File: src/rtl/key_debounce_multi.sv
// key_debounce_multi: N_KEYS active-low key debouncers with level,
// press/release pulses, press toggle and optional long-press pulse.
//
// Ports:
//   clk          system clock, rising edge
//   rst_n        asynchronous active-low reset
//   key          raw key pins, 0 = pressed, asynchronous to clk
//   key_level    debounced level, 1 = pressed
//   key_press    1-cycle pulse on accepted press
//   key_release  1-cycle pulse on accepted release
//   key_toggle   flips on every key_press
//   key_long     1-cycle long-press pulse
//
// Build option: define KEY_LONGPRESS_EN to add the per-channel hold
// counter; without it key_long is constant 0.
module key_debounce_multi #(
   parameter int N_KEYS   = 4,
   parameter int DEB_CNT  = 1_000_000,
   parameter int CNT_W    = 20,
   parameter int LONG_CNT = 50_000_000,
   parameter int LONG_W   = 26
) (
   input  logic              clk,
   input  logic              rst_n,
   input  logic [N_KEYS-1:0] key,
   output logic [N_KEYS-1:0] key_level,
   output logic [N_KEYS-1:0] key_press,
   output logic [N_KEYS-1:0] key_release,
   output logic [N_KEYS-1:0] key_toggle,
   output logic [N_KEYS-1:0] key_long
);

   typedef enum logic [1:0] {
      IDLE,
      PRESS_DEB,
      PRESSED,
      REL_DEB
   } state_t;

   // The entry cycle already saw the new level, so the count
   // completes one short of DEB_CNT.
   localparam logic [CNT_W-1:0] CNT_LAST = CNT_W'(DEB_CNT - 1);

`ifdef KEY_LONGPRESS_EN
   localparam logic [LONG_W-1:0] LONG_LAST = LONG_W'(LONG_CNT - 1);
   localparam logic [LONG_W-1:0] LONG_MAX  = LONG_W'(LONG_CNT);
`endif

   for (genvar i = 0; i < N_KEYS; i++) begin : g_ch
      logic             sync1;
      logic             s;
      state_t           state;
      state_t           state_nxt;
      logic [CNT_W-1:0] cnt;
      logic [CNT_W-1:0] cnt_nxt;
      logic             press_ev;
      logic             rel_ev;
      logic             level_q;
      logic             press_q;
      logic             rel_q;
      logic             tog_q;

      // Two-flop synchroniser, idles at "released".
      always_ff @(posedge clk or negedge rst_n) begin
         if (!rst_n) begin
            sync1 <= 1'b1;
            s     <= 1'b1;
         end else begin
            sync1 <= key[i];
            s     <= sync1;
         end
      end

      always_ff @(posedge clk or negedge rst_n) begin
         if (!rst_n) begin
            state <= IDLE;
            cnt   <= '0;
         end else begin
            state <= state_nxt;
            cnt   <= cnt_nxt;
         end
      end

      always_comb begin
         state_nxt = state;
         cnt_nxt   = cnt;
         press_ev  = 1'b0;
         rel_ev    = 1'b0;
         unique case (state)
            IDLE: begin
               if (!s) begin
                  state_nxt = PRESS_DEB;
                  cnt_nxt   = '0;
               end
            end
            PRESS_DEB: begin
               if (s) begin
                  state_nxt = IDLE;
                  cnt_nxt   = '0;
               end else if (cnt == CNT_LAST) begin
                  state_nxt = PRESSED;
                  cnt_nxt   = '0;
                  press_ev  = 1'b1;
               end else begin
                  cnt_nxt = cnt + 1'b1;
               end
            end
            PRESSED: begin
               if (s) begin
                  state_nxt = REL_DEB;
                  cnt_nxt   = '0;
               end
            end
            REL_DEB: begin
               if (!s) begin
                  state_nxt = PRESSED;
                  cnt_nxt   = '0;
               end else if (cnt == CNT_LAST) begin
                  state_nxt = IDLE;
                  cnt_nxt   = '0;
                  rel_ev    = 1'b1;
               end else begin
                  cnt_nxt = cnt + 1'b1;
               end
            end
            default: begin
               state_nxt = IDLE;
               cnt_nxt   = '0;
            end
         endcase
      end

      always_ff @(posedge clk or negedge rst_n) begin
         if (!rst_n) begin
            level_q <= 1'b0;
            press_q <= 1'b0;
            rel_q   <= 1'b0;
            tog_q   <= 1'b0;
         end else begin
            press_q <= press_ev;
            rel_q   <= rel_ev;
            if (press_ev) begin
               level_q <= 1'b1;
               tog_q   <= ~tog_q;
            end else if (rel_ev) begin
               level_q <= 1'b0;
            end
         end
      end

      assign key_level[i]   = level_q;
      assign key_press[i]   = press_q;
      assign key_release[i] = rel_q;
      assign key_toggle[i]  = tog_q;

`ifdef KEY_LONGPRESS_EN
      logic [LONG_W-1:0] hold;
      logic              holding;
      logic              long_ev;
      logic              long_q;

      // Counting only while the key is accepted as down means an
      // accepted release stops it until the next press clears it.
      assign holding = (state == PRESSED) || (state == REL_DEB);
      assign long_ev = holding && !rel_ev && (hold == LONG_LAST);

      always_ff @(posedge clk or negedge rst_n) begin
         if (!rst_n) begin
            hold   <= '0;
            long_q <= 1'b0;
         end else begin
            long_q <= long_ev;
            if (press_ev) begin
               hold <= '0;
            end else if (holding && (hold != LONG_MAX)) begin
               hold <= hold + 1'b1;
            end
         end
      end

      assign key_long[i] = long_q;
`else
      assign key_long[i] = 1'b0;
`endif
   end

endmodule

File: config.mk
export PLATFORM = sky130hd
export DESIGN_NAME = key_debounce_multi
export DESIGN_NICKNAME = d
export VERILOG_FILES = /design/src/rtl/key_debounce_multi.sv
export SDC_FILE = /design/constraint.sdc
export NUM_CORES = 1
export LEC_CHECK = 0
export ABC_AREA = 0
export BUFFER_PORTS_ARGS = -buffer_cell sky130_fd_sc_hd__buf_2
export CORE_MARGIN = 5
export CORE_UTILIZATION = 50
export CTS_BUF_LIST = sky130_fd_sc_hd__clkbuf_16
export DETAILED_ROUTE_END_ITERATION = 16
export PLACE_DENSITY = 0.67
export SETUP_SLACK_MARGIN = 0.1
export SLEW_MARGIN = 10
export SYNTH_ARGS = -nofsm -noshare
export SYNTH_HDL_FRONTEND = slang
export SYNTH_SLANG_ARGS = --single-unit
export TNS_END_PERCENT = 30
File: constraint.sdc
create_clock -name clk -period 6 [get_ports clk]
set_clock_uncertainty 0.1 [all_clocks]
set_input_delay 1.5 -clock clk [delete_from_list [all_inputs] [get_ports clk]]
set_output_delay 1.5 -clock clk [all_outputs]
set_load 0.01 [all_outputs]
# After elaboration in Yosys (flattened, before gate mapping)
# Cells that the tools add are included.
[op_classes]
add_sub_neg = 4
n_eq_ne = 32
mux = 80
bitwise = 4
reduce_logical = 16
[op_table]
columns = ["op", "count"]
rows = [
  ["$mux W20", 20],
  ["$pmux W20 S4", 4],
  ["$add A20 B1 Y20 const B", 4],
  ["$eq A20 B20 Y1 const B", 4],
  ["$mux W2", 24],
  ["$pmux W2 S4", 4],
  ["$mux W1", 28],
  ["$ne A3 B3 Y1 const B", 8],
  ["$eq A2 B2 Y1 const B", 8],
  ["$ne A2 B2 Y1 const B", 8],
  ["$reduce_and A4 Y1", 4],
  ["$eq A2 B1 Y1 const B", 4],
  ["$logic_not A2 Y1", 4],
  ["$reduce_and A2 Y1", 4],
  ["$reduce_bool A2 Y1", 4],
  ["$not A1 Y1", 4],
]
[word_totals]
ff_bits = 112
inputBits = 6
out_inout_bits = 20

# Logic depth before layout (Yosys ltp)
[depth]
depth_word = 6
ltp_mapped = 8
depth_no_buf = 6

# Least setup slack after synthesis
# No wires, ideal clock.
[synth_path]
kind = "reg-to-output"
startpoint = "reg g_ch[0].tog_q"
endpoint = "out key_toggle[0]"
arrival_time_ps = 501
required_ps = 4400
path_slack_ps = 3899
stages_incl_launch_ff = 2
path_cell_list = "dfrtp_1 buf_4"
[synth_lines]
columns = ["item", "line_no", "source"]
rows = [
  ["from (decl)", "61", "logic tog_q;"],
  ["from (signal assigned)", "144", "tog_q <= ~tog_q;"],
  ["to (decl)", "29", "output logic [N_KEYS-1:0] key_toggle,"],
]
# No word-level cell between the ends.

# Final worst setup path
[layout_path]
startpoint = "reg g_ch[1].cnt[0]"
endpoint = "reg g_ch[1].cnt[19]"
[layout_via]
elab_chain_len = 4
elab_cells_between_ends = 6
classes_between = "add/sub (1); eq/ne (1); mux (4)"
[layout_rtl]
columns = ["item", "line_no", "source"]
rows = [
  ["from (decl)", "54", "logic [CNT_W-1:0] cnt;"],
  ["from (signal assigned)", "80", "cnt <= cnt_nxt;"],
  ["$add A20 B1 Y20 / $eq A20 B20 Y1 (equally long branches)", "--", ""],
  ["$mux W20 (*)", "100, 118", ""],
  ["$mux W20, on equally long branches", "115, 97", ""],
  ["$pmux W20 S4 (*)", "89", "unique case (state)"],
]
# Every way passes the cells marked *; elsewhere a longest branch is shown, timed or not.
# A chain may end at the register's enable or synchronous reset.

==> impl_metrics.ini <==
[clocking]
h-tree-depth = 3
clockBufferDepth = 2
clock-root-buffer = clkbuf_16
cts_tree = yes
numCtsBuffers = 9
clock_latency_ps = 350
cts_sinks = 112
clk_pin_slew_worst_paths_ps = 70
cts_setup_buffers = 0
cts_resized = 0
hold_buffers = 0

[outcome]
run_status = complete, no violations

[timing]
tightestPinTransition_ps = 769
finalSetupViolCount = 0
finalHoldViolCount = 0
rsz0062_at_grt = no
max_freq_ghz = 0.392
maxSlewHeadroom_pct = 48.5
slew_violations = 0
finalCritPeriodShare_pct = 42.5
final.min_clock_period_ps = 2550
tns_ps = 0

[global_routing]
use_met1_pct = 23.9
antenna_found_initial = 0
use_met2_pct = 26.7
overflow = 0
grt_pass1_vias = 4241
grt_usage_pct = 17.1
grt_max_degree = 61
grt_pass1_wl_um = 20100
grt_util_met3_pct = 4.28
busiest_layer = met2

[setup_path]
critPathMaxFanout = 24
cp_data_arrival_time_ps = 2680
r2r-end = g_ch[1].cnt[19]$_DFFE_PN0P_
cp.required_ps = 6130
r2r_cells = 7
rrSetupSlack_ps = 3450
regToRegStartpoint = g_ch[1].cnt[0]$_DFFE_PN0P_
critPathCaptureType = register
critical_path_class = reg -> reg
crit_path_start_kind = register

[synth]
seq_area_frac_synth_pct = 48.7
yosysWarnings = 0
ys_async_sr_fraction_pct = 100
netlist_instances = 612
netlist-cell-type-count = 61
syn_avg_cell_area_sq_um = 9.43
synthFlopType = dfrtp_1
syn_area_sq_um = 5770
synth_enable_flop_cells = 0
ys_seq_elements = 112

[routing]
routed_via_density = 5.87
vias = 4446
drt_iter0_markers = 241
dr.pass1.iters = 5
totalWireLength_um = 11300
wl_per_cell_um = 14.9
drcViolationCount = 0
ant_nets = 0

[cells_and_area]
nets = 619
drive_gt1_share_pct = 10.1
layout_commonest_cell = dfrtp_1
fillCellCount = 1004
areaGrowthSynthToFinish_pct = 6.76
final_cell_mix = dfrtp_1, nand2_1, nor2_1, nand3_1, a21oi_1
diodes = 0
fin_area_sq_um = 6160

[floorplanning]
start_util_pct = 50.8
die_h_um = 117
rows = 39
die_x_um = 117
die_area_sq_um = 13800
io_pins = 26
coreArea_sq_um = 11400

[worst_hold_path]
min_to = g_ch[3].s$_DFF_PN1_
min_path_cells = 0
hold_path.class = reg -> reg
hp-start = g_ch[3].sync1$_DFF_PN1_

[power_and_ir_drop]
p_leak_nw = 2.72
power_density_nw_per_um2 = 320
peakVddDrop_mv = 0.252

[placement]
placed_area_sq_um = 5840
port_buffers = 21
place_hpwl_um = 7690
routabilityCongestion = 0.842

[job]
drv_cap = 0
[worst max path at each step]
stage / endpoint / startpoint / cells after the start / slack, ps
5_1_grt: g_ch[0].tog_q$_DFFE_PN0P_ / g_ch[0].cnt[0]$_DFFE_PN0P_ / 6 / 3260
2_1_floorplan: key_toggle[0] / g_ch[0].tog_q$_DFFE_PN0P_ / 1 / 3900
3_3_place_gp: g_ch[0].tog_q$_DFFE_PN0P_ / rst_n / 2 / 3100
3_5_place_dp: g_ch[2].cnt[18]$_DFFE_PN0P_ / rst_n / 2 / 3060
4_1_cts: g_ch[0].cnt[15]$_DFFE_PN0P_ / rst_n / 2 / 3450
6_report: g_ch[1].cnt[19]$_DFFE_PN0P_ / g_ch[1].cnt[0]$_DFFE_PN0P_ / 7 / 3450
[registers in the layout, summed over array words and instances, names as in the netlist, named ones only]
name and flops:
g_ch.rel_q 4, g_ch.sync1 4, g_ch.s 4, g_ch.cnt 80
g_ch.press_q 4, g_ch.level_q 4, g_ch.state 4, g_ch.tog_q 4
[kinds of logic (layout without fill, tap and decap cells)]
group	Yosys count	in the layout	synth area share, %
xor gates and xnor gates	22	22	3.34
muxes	4	4	0.715
adders and majority gates	4	4	0.867
buffers and inverters	59	58	5.74
and+or+nand+nor	252	252	22.9
AOI/OAI and AO/OA	158	158	17.7
DFF	112	112	48.7
other	1	4	0.0650
[through the flow]
step / hold WS (ps) / setup WS, ps / util [%] / power, mW / std cells
after CTS: 262 / 3450 / 54.1 / 1.99 / 757
after floorplan: 245 / 3900 / - / 1.25 / 615
after global placement: 246 / 3100 / 51.3 / 1.32 / 741
after detailed placement: 248 / 3060 / 51.3 / 1.34 / 741
final: 259 / 3450 / 54.2 / 1.97 / 757
after global routing: 263 / 3260 / 54.2 / 2.10 / 757
[area by class of cell]
cell class / instances / area (sq um) / area share (%)
repair buffers: 24 / 130 / 2.11
inverters: 18 / 67.6 / 1.10
flip-flops and latches: 112 / 2810 / 45.6
clock inverters: 7 / 93.8 / 1.52
well taps: 143 / 179 / 2.90
clock buffers: 9 / 225 / 3.65
multi-input cells: 444 / 2660 / 43.1
[worst max-delay path: stages, from the launching register on]
cell     delay (ps)
dfrtp_1         410
ha_1            230
nand4_1         260
nor4_1          520
a21oi_1         250
buf_4           280
o211a_1         140
a221o_1         250
[routing by layer]
metal	share of wire (%)	vias to the layer above	routed length, um
li1	-	2213	-
met1	49	2158	5530
met2	47	68	5310
met3	3.2	7	357
met4	1.0	0	115
met5	0	-	0
[report_power, final]
group / switching [mW] / internal (mW)
sequential: 0.0695 / 0.809
combinational: 0.309 / 0.143
clock: 0.276 / 0.367
total: 0.654 / 1.32
[cells in the mapped netlist, drive strengths merged, types with 6 or more instances]
master / instances / area (sq um)
and3: 10 / 62.6
a22o: 7 / 61.3
nor3: 24 / 146
dfstp: 8 / 210
nor4: 12 / 90.1
nand3: 40 / 205
o31ai: 6 / 58.8
nor2: 45 / 169
a21oi: 40 / 200
a21o: 12 / 90.1
inv: 18 / 67.6
xor2: 13 / 114
nand2: 64 / 240
clkbuf: 9 / 33.8
nand4: 15 / 93.8
buf: 32 / 230
o21ai: 31 / 155
a41oi: 8 / 70.1
a31oi: 35 / 219
xnor2: 9 / 78.8
dfrtp: 104 / 2600
nand2b: 9 / 56.3
Note: power is estimated with default switching activity, not from simulation.
